`src/rtl/ws2812_pkg.sv`:
```
// Shared types and constants for the WS2812 serial decoder: FSM states,
// counter widths, default glitch length and saturating increment helpers.
package ws2812_pkg;

  localparam int HIGH_CNT_W            = 8;
  localparam int LOW_CNT_W             = 16;
  localparam int BYTE_IDX_W            = 8;
  localparam int GLITCH_CYCLES_DEFAULT = 3;

  typedef logic [HIGH_CNT_W-1:0] high_cnt_t;
  typedef logic [LOW_CNT_W-1:0]  low_cnt_t;
  typedef logic [BYTE_IDX_W-1:0] byte_idx_t;

  typedef enum logic [1:0] {
    ST_SYNC = 2'd0,
    ST_LOW  = 2'd1,
    ST_HIGH = 2'd2
  } state_e;

  function automatic high_cnt_t sat_inc_high(input high_cnt_t v);
    if (v == 8'hFF) begin
      return v;
    end else begin
      return v + 8'd1;
    end
  endfunction

  function automatic low_cnt_t sat_inc_low(input low_cnt_t v);
    if (v == 16'hFFFF) begin
      return v;
    end else begin
      return v + 16'd1;
    end
  endfunction

endpackage

```
`src/rtl/ws2812_sync.sv`:
```
// Two-flop synchronizer for the asynchronous WS2812 line plus rise/fall
// detection on the synchronized level.
module ws2812_sync (
  input  logic clk_in,
  input  logic rst_in,
  input  logic async_in,
  output logic level_out,
  output logic rise_out,
  output logic fall_out
);

  logic meta_q, meta_d;
  logic sync_q, sync_d;
  logic prev_q, prev_d;

  always_comb begin
    meta_d = async_in;
    sync_d = meta_q;
    prev_d = sync_q;
  end

  always_ff @(posedge clk_in) begin
    if (rst_in) begin
      meta_q <= 1'b0;
      sync_q <= 1'b0;
      prev_q <= 1'b0;
    end else begin
      meta_q <= meta_d;
      sync_q <= sync_d;
      prev_q <= prev_d;
    end
  end

  assign level_out = sync_q;
  assign rise_out  = sync_q & ~prev_q;
  assign fall_out  = ~sync_q & prev_q;

endmodule

```
`src/rtl/ws2812_decode.sv`:
```
// WS2812 serial decoder: measures high pulses, assembles MSB-first bytes and
// writes them into a 64x32 byte-lane memory interface; a long low ends the frame.
// Optional high-pulse glitch filter enabled by WS2812_DECODE_GLITCH_FILTER_EN.
module ws2812_decode
  import ws2812_pkg::*;
#(
  parameter int GLITCH_CYCLES = GLITCH_CYCLES_DEFAULT
) (
  input  logic        clk_in,
  input  logic        rst_in,
  input  logic        ws2812_code_in,
  input  logic [7:0]  bit_th_cnt_in,
  input  logic [15:0] rst_cnt_in,
  output logic        wr_en_out,
  output logic [5:0]  wr_addr_out,
  output logic [7:0]  wr_data_out,
  output logic [3:0]  wr_byte_en_out,
  output logic        wr_done_out,
  output logic        ovf_out
);

`ifdef WS2812_DECODE_GLITCH_FILTER_EN
  localparam logic FILTER_EN = 1'b1;
`else
  localparam logic FILTER_EN = 1'b0;
`endif
  localparam high_cnt_t GLITCH_TH = high_cnt_t'(GLITCH_CYCLES);

  logic line_s, rise_s, fall_s;

  ws2812_sync u_sync (
    .clk_in    (clk_in),
    .rst_in    (rst_in),
    .async_in  (ws2812_code_in),
    .level_out (line_s),
    .rise_out  (rise_s),
    .fall_out  (fall_s)
  );

  state_e    state_q, state_d;
  low_cnt_t  low_cnt_q, low_cnt_d;
  high_cnt_t high_cnt_q, high_cnt_d;
  logic [7:0] shift_q, shift_d;
  logic [2:0] bit_cnt_q, bit_cnt_d;
  byte_idx_t byte_idx_q, byte_idx_d;
  logic      full_q, full_d;
  logic      any_bit_q, any_bit_d;
  logic      ovf_q, ovf_d;
  logic      wr_en_q, wr_en_d;
  logic [5:0] wr_addr_q, wr_addr_d;
  logic [7:0] wr_data_q, wr_data_d;
  logic [3:0] wr_be_q, wr_be_d;
  logic      wr_done_q, wr_done_d;

  low_cnt_t   rst_th_s;
  logic       sync_done_s;
  logic       glitch_s;
  logic       bit_val_s;
  logic [7:0] byte_s;

  // A zero end-of-frame length would never match a running count, so clamp to 1.
  assign rst_th_s    = (rst_cnt_in == 16'd0) ? 16'd1 : rst_cnt_in;
  assign sync_done_s = !line_s && (sat_inc_low(low_cnt_q) >= rst_th_s);
  assign glitch_s    = FILTER_EN && (high_cnt_q < GLITCH_TH);
  assign bit_val_s   = (high_cnt_q >= bit_th_cnt_in);
  assign byte_s      = {shift_q[6:0], bit_val_s};

  always_ff @(posedge clk_in) begin
    if (rst_in) begin
      state_q <= ST_SYNC;
    end else begin
      state_q <= state_d;
    end
  end

  always_comb begin
    state_d = state_q;
    case (state_q)
      ST_SYNC: state_d = sync_done_s ? ST_LOW : ST_SYNC;
      ST_LOW:  state_d = rise_s ? ST_HIGH : ST_LOW;
      ST_HIGH: state_d = fall_s ? ST_LOW : ST_HIGH;
      default: state_d = ST_SYNC;
    endcase
  end

  always_comb begin
    low_cnt_d  = low_cnt_q;
    high_cnt_d = high_cnt_q;
    shift_d    = shift_q;
    bit_cnt_d  = bit_cnt_q;
    byte_idx_d = byte_idx_q;
    full_d     = full_q;
    any_bit_d  = any_bit_q;
    ovf_d      = ovf_q;
    wr_en_d    = 1'b0;
    wr_addr_d  = 6'd0;
    wr_data_d  = 8'd0;
    wr_be_d    = 4'd0;
    wr_done_d  = 1'b0;
    case (state_q)
      ST_SYNC: begin
        if (line_s) begin
          low_cnt_d = 16'd0;
        end else begin
          low_cnt_d = sat_inc_low(low_cnt_q);
        end
      end
      ST_LOW: begin
        if (rise_s) begin
          high_cnt_d = 8'd1;
        end else begin
          low_cnt_d = sat_inc_low(low_cnt_q);
          if (low_cnt_q == rst_th_s) begin
            wr_done_d  = any_bit_q;
            shift_d    = 8'd0;
            bit_cnt_d  = 3'd0;
            byte_idx_d = 8'd0;
            full_d     = 1'b0;
            any_bit_d  = 1'b0;
            ovf_d      = 1'b0;
          end else begin
            wr_done_d = 1'b0;
          end
        end
      end
      ST_HIGH: begin
        high_cnt_d = sat_inc_high(high_cnt_q);
        // With filtering, the low time keeps running so a rejected spike is invisible.
        if (FILTER_EN) begin
          low_cnt_d = sat_inc_low(low_cnt_q);
        end else begin
          low_cnt_d = low_cnt_q;
        end
        if (fall_s && !glitch_s) begin
          low_cnt_d = 16'd1;
          shift_d   = byte_s;
          bit_cnt_d = bit_cnt_q + 3'd1;
          any_bit_d = 1'b1;
          if (bit_cnt_q == 3'd7) begin
            if (full_q) begin
              ovf_d = 1'b1;
            end else begin
              wr_en_d    = 1'b1;
              wr_addr_d  = byte_idx_q[7:2];
              wr_data_d  = byte_s;
              wr_be_d    = 4'b0001 << byte_idx_q[1:0];
              byte_idx_d = byte_idx_q + 8'd1;
              full_d     = (byte_idx_q == 8'hFF);
            end
          end else begin
            ovf_d = ovf_q;
          end
        end else begin
          shift_d = shift_q;
        end
      end
      default: begin
        low_cnt_d = 16'd0;
      end
    endcase
  end

  always_ff @(posedge clk_in) begin
    if (rst_in) begin
      low_cnt_q  <= 16'd0;
      high_cnt_q <= 8'd0;
      shift_q    <= 8'd0;
      bit_cnt_q  <= 3'd0;
      byte_idx_q <= 8'd0;
      full_q     <= 1'b0;
      any_bit_q  <= 1'b0;
      ovf_q      <= 1'b0;
      wr_en_q    <= 1'b0;
      wr_addr_q  <= 6'd0;
      wr_data_q  <= 8'd0;
      wr_be_q    <= 4'd0;
      wr_done_q  <= 1'b0;
    end else begin
      low_cnt_q  <= low_cnt_d;
      high_cnt_q <= high_cnt_d;
      shift_q    <= shift_d;
      bit_cnt_q  <= bit_cnt_d;
      byte_idx_q <= byte_idx_d;
      full_q     <= full_d;
      any_bit_q  <= any_bit_d;
      ovf_q      <= ovf_d;
      wr_en_q    <= wr_en_d;
      wr_addr_q  <= wr_addr_d;
      wr_data_q  <= wr_data_d;
      wr_be_q    <= wr_be_d;
      wr_done_q  <= wr_done_d;
    end
  end

  assign wr_en_out      = wr_en_q;
  assign wr_addr_out    = wr_addr_q;
  assign wr_data_out    = wr_data_q;
  assign wr_byte_en_out = wr_be_q;
  assign wr_done_out    = wr_done_q;
  assign ovf_out        = ovf_q;

endmodule

```
`config.mk`:
```
export PLATFORM = sky130hd
export DESIGN_NAME = ws2812_decode
export DESIGN_NICKNAME = d
export VERILOG_FILES = /design/src/rtl/ws2812_pkg.sv /design/src/rtl/ws2812_sync.sv /design/src/rtl/ws2812_decode.sv
export SDC_FILE = /design/constraint.sdc
export NUM_CORES = 1
export LEC_CHECK = 0
export ABC_AREA = 1
export ABC_CLOCK_PERIOD_IN_PS = 3600
export BUFFER_PORTS_ARGS = -buffer_cell sky130_fd_sc_hd__clkbuf_2
export CORE_UTILIZATION = 40
export DETAILED_ROUTE_END_ITERATION = 12
export HOLD_SLACK_MARGIN = 0.15
export PLACE_DENSITY = 0.55
export SETUP_SLACK_MARGIN = 0.02
export SKIP_CTS_REPAIR_TIMING = 1
export SYNTH_ARGS = -nofsm -noshare
export SYNTH_HDL_FRONTEND = slang
export SYNTH_SLANG_ARGS = --single-unit
```
`constraint.sdc`:
```
create_clock -name clk_in -period 3.6 [get_ports clk_in]
set_clock_uncertainty 0.1 [all_clocks]
set_input_delay 0 -clock clk_in [delete_from_list [all_inputs] [get_ports clk_in]]
set_output_delay 0 -clock clk_in [all_outputs]
set_load 0.05 [all_outputs]
```
# Yosys cells after proc, flatten, opt, wreduce, memory -nomap -nowiden
# Index checks and enable logic that the tools add are counted.
# op_classes
addsub,4
order_cmp,2
n_eq_ne,15
shifts,1
n_mux,38
n_bitwise,9
reduce_logical,14
# ops
cell,n
16-bit two-way mux,5
8-bit two-way mux,7
16-bit one-hot mux with 3 select lines,1
8-bit one-hot mux with 2 select lines,2
16-bit by 1-bit adder with 16-bit output (second input constant),1
8-bit by 1-bit adder with 8-bit output (second input constant),2
16-bit equality test,1
16-bit equality test (second input constant),1
8-bit equality test (second input constant),2
16-bit >= comparator,1
16-bit zero test,1
2-bit inequality test (second input constant),8
7-bit one-hot mux with 2 select lines,1
6-bit AND reduction,2
1-bit two-way mux,11
3-bit two-way mux,3
8-bit >= comparator,1
4-bit OR reduction,2
7-bit two-way mux,1
1-bit NOT,7
1-bit one-hot mux with 2 select lines,3
2-bit one-hot mux with 3 select lines,1
3-bit one-hot mux with 2 select lines,1
5-bit AND reduction,1
15 further kinds,17
# totals
register_bits,70
out_inout_bits,21

# Longest topological paths before layout
# logic_depth
depth_word,6
mapped_depth,22
mapped_depth_nobuf,21

# Modules after synthesis
# Synthesis repeated with hierarchy kept, for this count alone.
# unflattened
cells_unflattened,577
hier_area_um2,4021.4
# by_module_without_submodules
mod,instances,cells_each,area_each_um2,seq_area_each_um2
ws2812_decode,1,565,3927.5,1341.3
ws2812_sync,1,12,93.8,60.1

# Worst setup path before layout
# OpenSTA, ideal clock, no wires.
# synth_path
kind,register -> register
startpoint,register low_cnt_q[0]
endpoint,register state_q[0]
setup_ns,0.117
arrival_time_ns,2.366
slack_ns,1.017
stages_incl_launch_ff,22
synth_period_minus_slack_ns,2.583
cell_sequence,dfxtp_1 ha_1 nand2_2 nor2_4 nand3_2 nor2_2 nand2_1 buf_2 xor2_1 ha_1 o21ai_0 nand2_1 o21ai_0 inv_1 nand2_1 nand2_1 nand2_1 nand2_1 nand2_1 nand2_1 nand2_1 a21oi_1
# synth_between
elab_chain_cells,6
elab_cells_between_ends,7
cone_classes,1 x add/sub; 1 x order compare; 1 x eq/ne; 3 x mux; 1 x reduce/logical
# synth_lines
item,line_no,rtl
start: declaration,ws2812_decode.sv:41,"low_cnt_t low_cnt_q, low_cnt_d;"
start signal: assignment,ws2812_decode.sv:179,low_cnt_q <= low_cnt_d;
16-bit by 1-bit adder with 16-bit output or 16-bit equality test (tied branches),"ws2812_pkg.sv:32, ws2812_pkg.sv:29",
16-bit two-way mux *,--,
16-bit >= comparator *,ws2812_decode.sv:63,assign sync_done_s = !line_s && (sat_inc_low(low_cnt_q) >= rst_th_s);
1-bit logical AND *,ws2812_decode.sv:63,
1-bit two-way mux *,ws2812_decode.sv:79,ST_SYNC: state_d = sync_done_s ? ST_LOW : ST_SYNC;
2-bit one-hot mux with 3 select lines *,ws2812_decode.sv:78,case (state_q)
end signal: assignment,ws2812_decode.sv:72,state_q <= state_d;
end: declaration,ws2812_decode.sv:40,"state_e state_q, state_d;"
# Every way passes the cells marked *; elsewhere a longest branch is shown, timed or not.
# A chain may end at the register's enable or synchronous reset.

# Final worst setup path
# Same ends and word-level chain as after synthesis.

==> flow_summary.ini <==
[global_route]
grt_max_degree = 36
first_global_vias = 3446
overflow = 0
grt_first_pass_wirelength_um = 15700
track_usage = 0.193
grt_antenna_before_repair = 0

[critical_path]
rr_endpoint = state_q[0]$_SDFF_PP0_
criticalPathCategory = reg2reg
required_ns = 3.77
cp_slowest_cell = dfxtp_1
crit_chain = ha_1 > nand2_2 > nor2_4 > nand3_2 > nor2_2 > nand2_1 > nand3_2 > nor2_1 > xor2_1 > ha_1 > nand2_1 > o21a_1 > o221a_2 > nand2_1 > nand2_1 > a21oi_1
cp-start-kind = flip-flop
cpMostUsedCell = nand2_1
arrival_ns = 3.10
cp-end-kind = flip-flop
critPathMaxStageDelay_ns = 0.42
rr_worst_depth = 16
r2r-start = low_cnt_q[0]$_SDFFE_PP0P_
rrSetupSlack_ns = 0.67
cp_max_fo = 11

[power]
cellPowerDensity_nw_per_um2 = 327
vdd.ir_drop.worst_mv = 0.139
p_leak_nw = 1.98

[cells_and_area]
finalInstanceArea_um2 = 4570
drive_gt1_frac = 0.150
syn2layout_area_growth_pct = 13.8
fin_util = 0.470
antennaDiodeCount = 0
fin_nets = 672

[sta]
setup_slack_ns = 0.671
final_max_slew_viol_count = 0
setup_viol = 0
finalCriticalPeriod_ns = 2.93
setup_tns_ns = 0
fmax_mhz = 341
period_share = 0.814
worstMarginPinSlew_ns = 0.793
hold_viol_final = 0
hold_slack_ns = 0.127
relSlewSlack = 0.471
rsz0062_at_grt = false

[floorplan]
rows = 36
fp.dieW_um = 102
core_um2 = 9730
die_y_um = 102
dieArea_um2 = 10400
io_pins = 48
start_util = 0.413

[clocking]
insertion_delay_ns = 0.34
clk_pin_slew_ns = 0.09
h-tree-depth = 3
clockBufferDepth = 2
cts_buffers = 9
clock_sinks = 70
cts_root_buf = clkbuf_8
cts_tree = yes

[placed_design]
dpl_cell_area_um2 = 4360
routabilityCongestion = 0.863
dpl.hpwl_um = 7090
pre_cts_slack_ns = 0.706
io_buffers = 47

[yosys]
synth_cell_types = 41
synth-seq-area-share = 0.349
netlist_instances = 569
synth-seq-cells = 70
syn_nets = 624
synth_area_per_cell_um2 = 7.06
yosys_warnings = 0
synth_area_um2 = 4020

[routing]
drc_errors = 0
drt_iter0_drc = 127
wl_um = 9150
wl_per_cell_um = 12.1
vias_per_cell = 4.75
via_count = 3590
drt.antenna.violating_nets = 0
first_pass_iters = 4

[worst_hold_path]
holdPathEnd = wr_data_out[0]$_SDFF_PP0_
holdPathStages = 6
hp-class = in2reg
hp-start = bit_th_cnt_in[0]

[status]
status = completed

[flow_run]
max_cap_viol_count = 0
[cell families (layout without fill, tap and decap cells)]
kind of cell,after synthesis,after routing,synth area share
fa+ha+maj,28,28,0.0873
buf+inv,104,157,0.101
compound gates,70,70,0.100
simple gates,271,271,0.304
flops,70,70,0.349
xor+xnor,26,26,0.0586
[cells in the mapped netlist, drive strengths merged]
library cell	number	share of area
a31oi	1	0.0016
xnor2	4	0.0087
nand3b	1	0.0019
dfxtp	70	0.35
o2111ai	1	0.0022
clkbuf	10	0.0097
o21bai	1	0.0019
nor3	20	0.029
nor2	66	0.070
o22ai	3	0.0047
nor3b	3	0.0056
a21oi	47	0.060
xor2	22	0.050
nand2	134	0.13
nand3	34	0.048
ha	28	0.087
o211ai	1	0.0019
o21a	2	0.0037
a211oi	3	0.0056
inv	90	0.084
nand4	10	0.016
nor4	3	0.0047
o21ai	10	0.015
buf	4	0.0072
o221a	1	0.0028
[power breakdown]
| group | internal (mW) | total [mW] | leakage [nW] | switching [mW] |
|---|---|---|---|---|
| Sequential | 0.778 | 0.782 | 0.565 | 0.00464 |
| Combinational | 0.0406 | 0.108 | 1.33 | 0.0678 |
| Clock | 0.263 | 0.603 | 0.0888 | 0.340 |
| Total | 1.08 | 1.49 | 1.98 | 0.412 |
[critical path: cells and delay by family (launching register included)]
kind | cells | cell delay [ns]
AO/OA/AOI/OAI | 3 | 0.51
XOR/XNOR | 1 | 0.16
adder cells (fa/ha/maj) | 2 | 0.55
flip-flops | 1 | 0.42
AND/OR/NAND/NOR | 10 | 1.12
[metal layers]
layer	global-route usage	wire, µm
met5	0	0
met2	0.339	4440
met4	0.0473	62
met1	0.241	4440
met3	0.0390	203
[through the flow]
step	instances	power, mW
after floorplan	569	0.868
after global placement	737	0.905
after detailed placement	737	0.908
after CTS	753	1.52
after global routing	755	1.58
final	755	1.49
[worst max-delay path by stage]
stage,startpoint,to
floorplan,low_cnt_q[0]$_SDFFE_PP0P_,state_q[0]$_SDFF_PP0_
global placement,low_cnt_q[0]$_SDFFE_PP0P_,state_q[0]$_SDFF_PP0_
detailed placement,low_cnt_q[0]$_SDFFE_PP0P_,state_q[0]$_SDFF_PP0_
CTS,low_cnt_q[0]$_SDFFE_PP0P_,state_q[0]$_SDFF_PP0_
global route,low_cnt_q[0]$_SDFFE_PP0P_,state_q[0]$_SDFF_PP0_
finish,low_cnt_q[0]$_SDFFE_PP0P_,state_q[0]$_SDFF_PP0_
[flip-flops by register name, indices dropped and copies added, names as in the netlist]
register / cells
wr_done_out: 1
low_cnt_q: 16
u_sync.level_out: 1
high_cnt_q: 8
full_q: 1
wr_addr_out: 6
bit_cnt_q: 3
wr_data_out: 8
wr_byte_en_out: 4
byte_idx_q: 8
state_q: 2
ovf_out: 1
u_sync.meta_q: 1
shift_q: 7
wr_en_out: 1
u_sync.prev_q: 1
any_bit_q: 1
[final cells by class]
cell class                      count  area [µm²]
Inverter                           90         338
Clock inverter                      7        61.3
Fill cell                        1020        5160
Sequential cell                    70        1400
Clock buffer                        9         124
Timing Repair Buffer               51         270
Multi-Input combinational cell    395        2210
Tap cell                          133         166
[cell usage in the layout, fill, tap and decap left out, types with 4 or more instances in the layout]
| cell type | n |
|---|---|
| inv_1 | 84 |
| dfxtp_1 | 70 |
| nand4_1 | 10 |
| nor3_1 | 18 |
| clkbuf_2 | 47 |
| nor2_1 | 59 |
| xnor2_1 | 4 |
| nand2_1 | 129 |
| ha_1 | 28 |
| nand3_1 | 31 |
| nor2_2 | 4 |
| a21oi_1 | 45 |
| nand2_2 | 4 |
| xor2_1 | 21 |
| o21ai_0 | 8 |
| clkbuf_8 | 9 |
| inv_2 | 6 |
(Power assumes the default switching activity.)
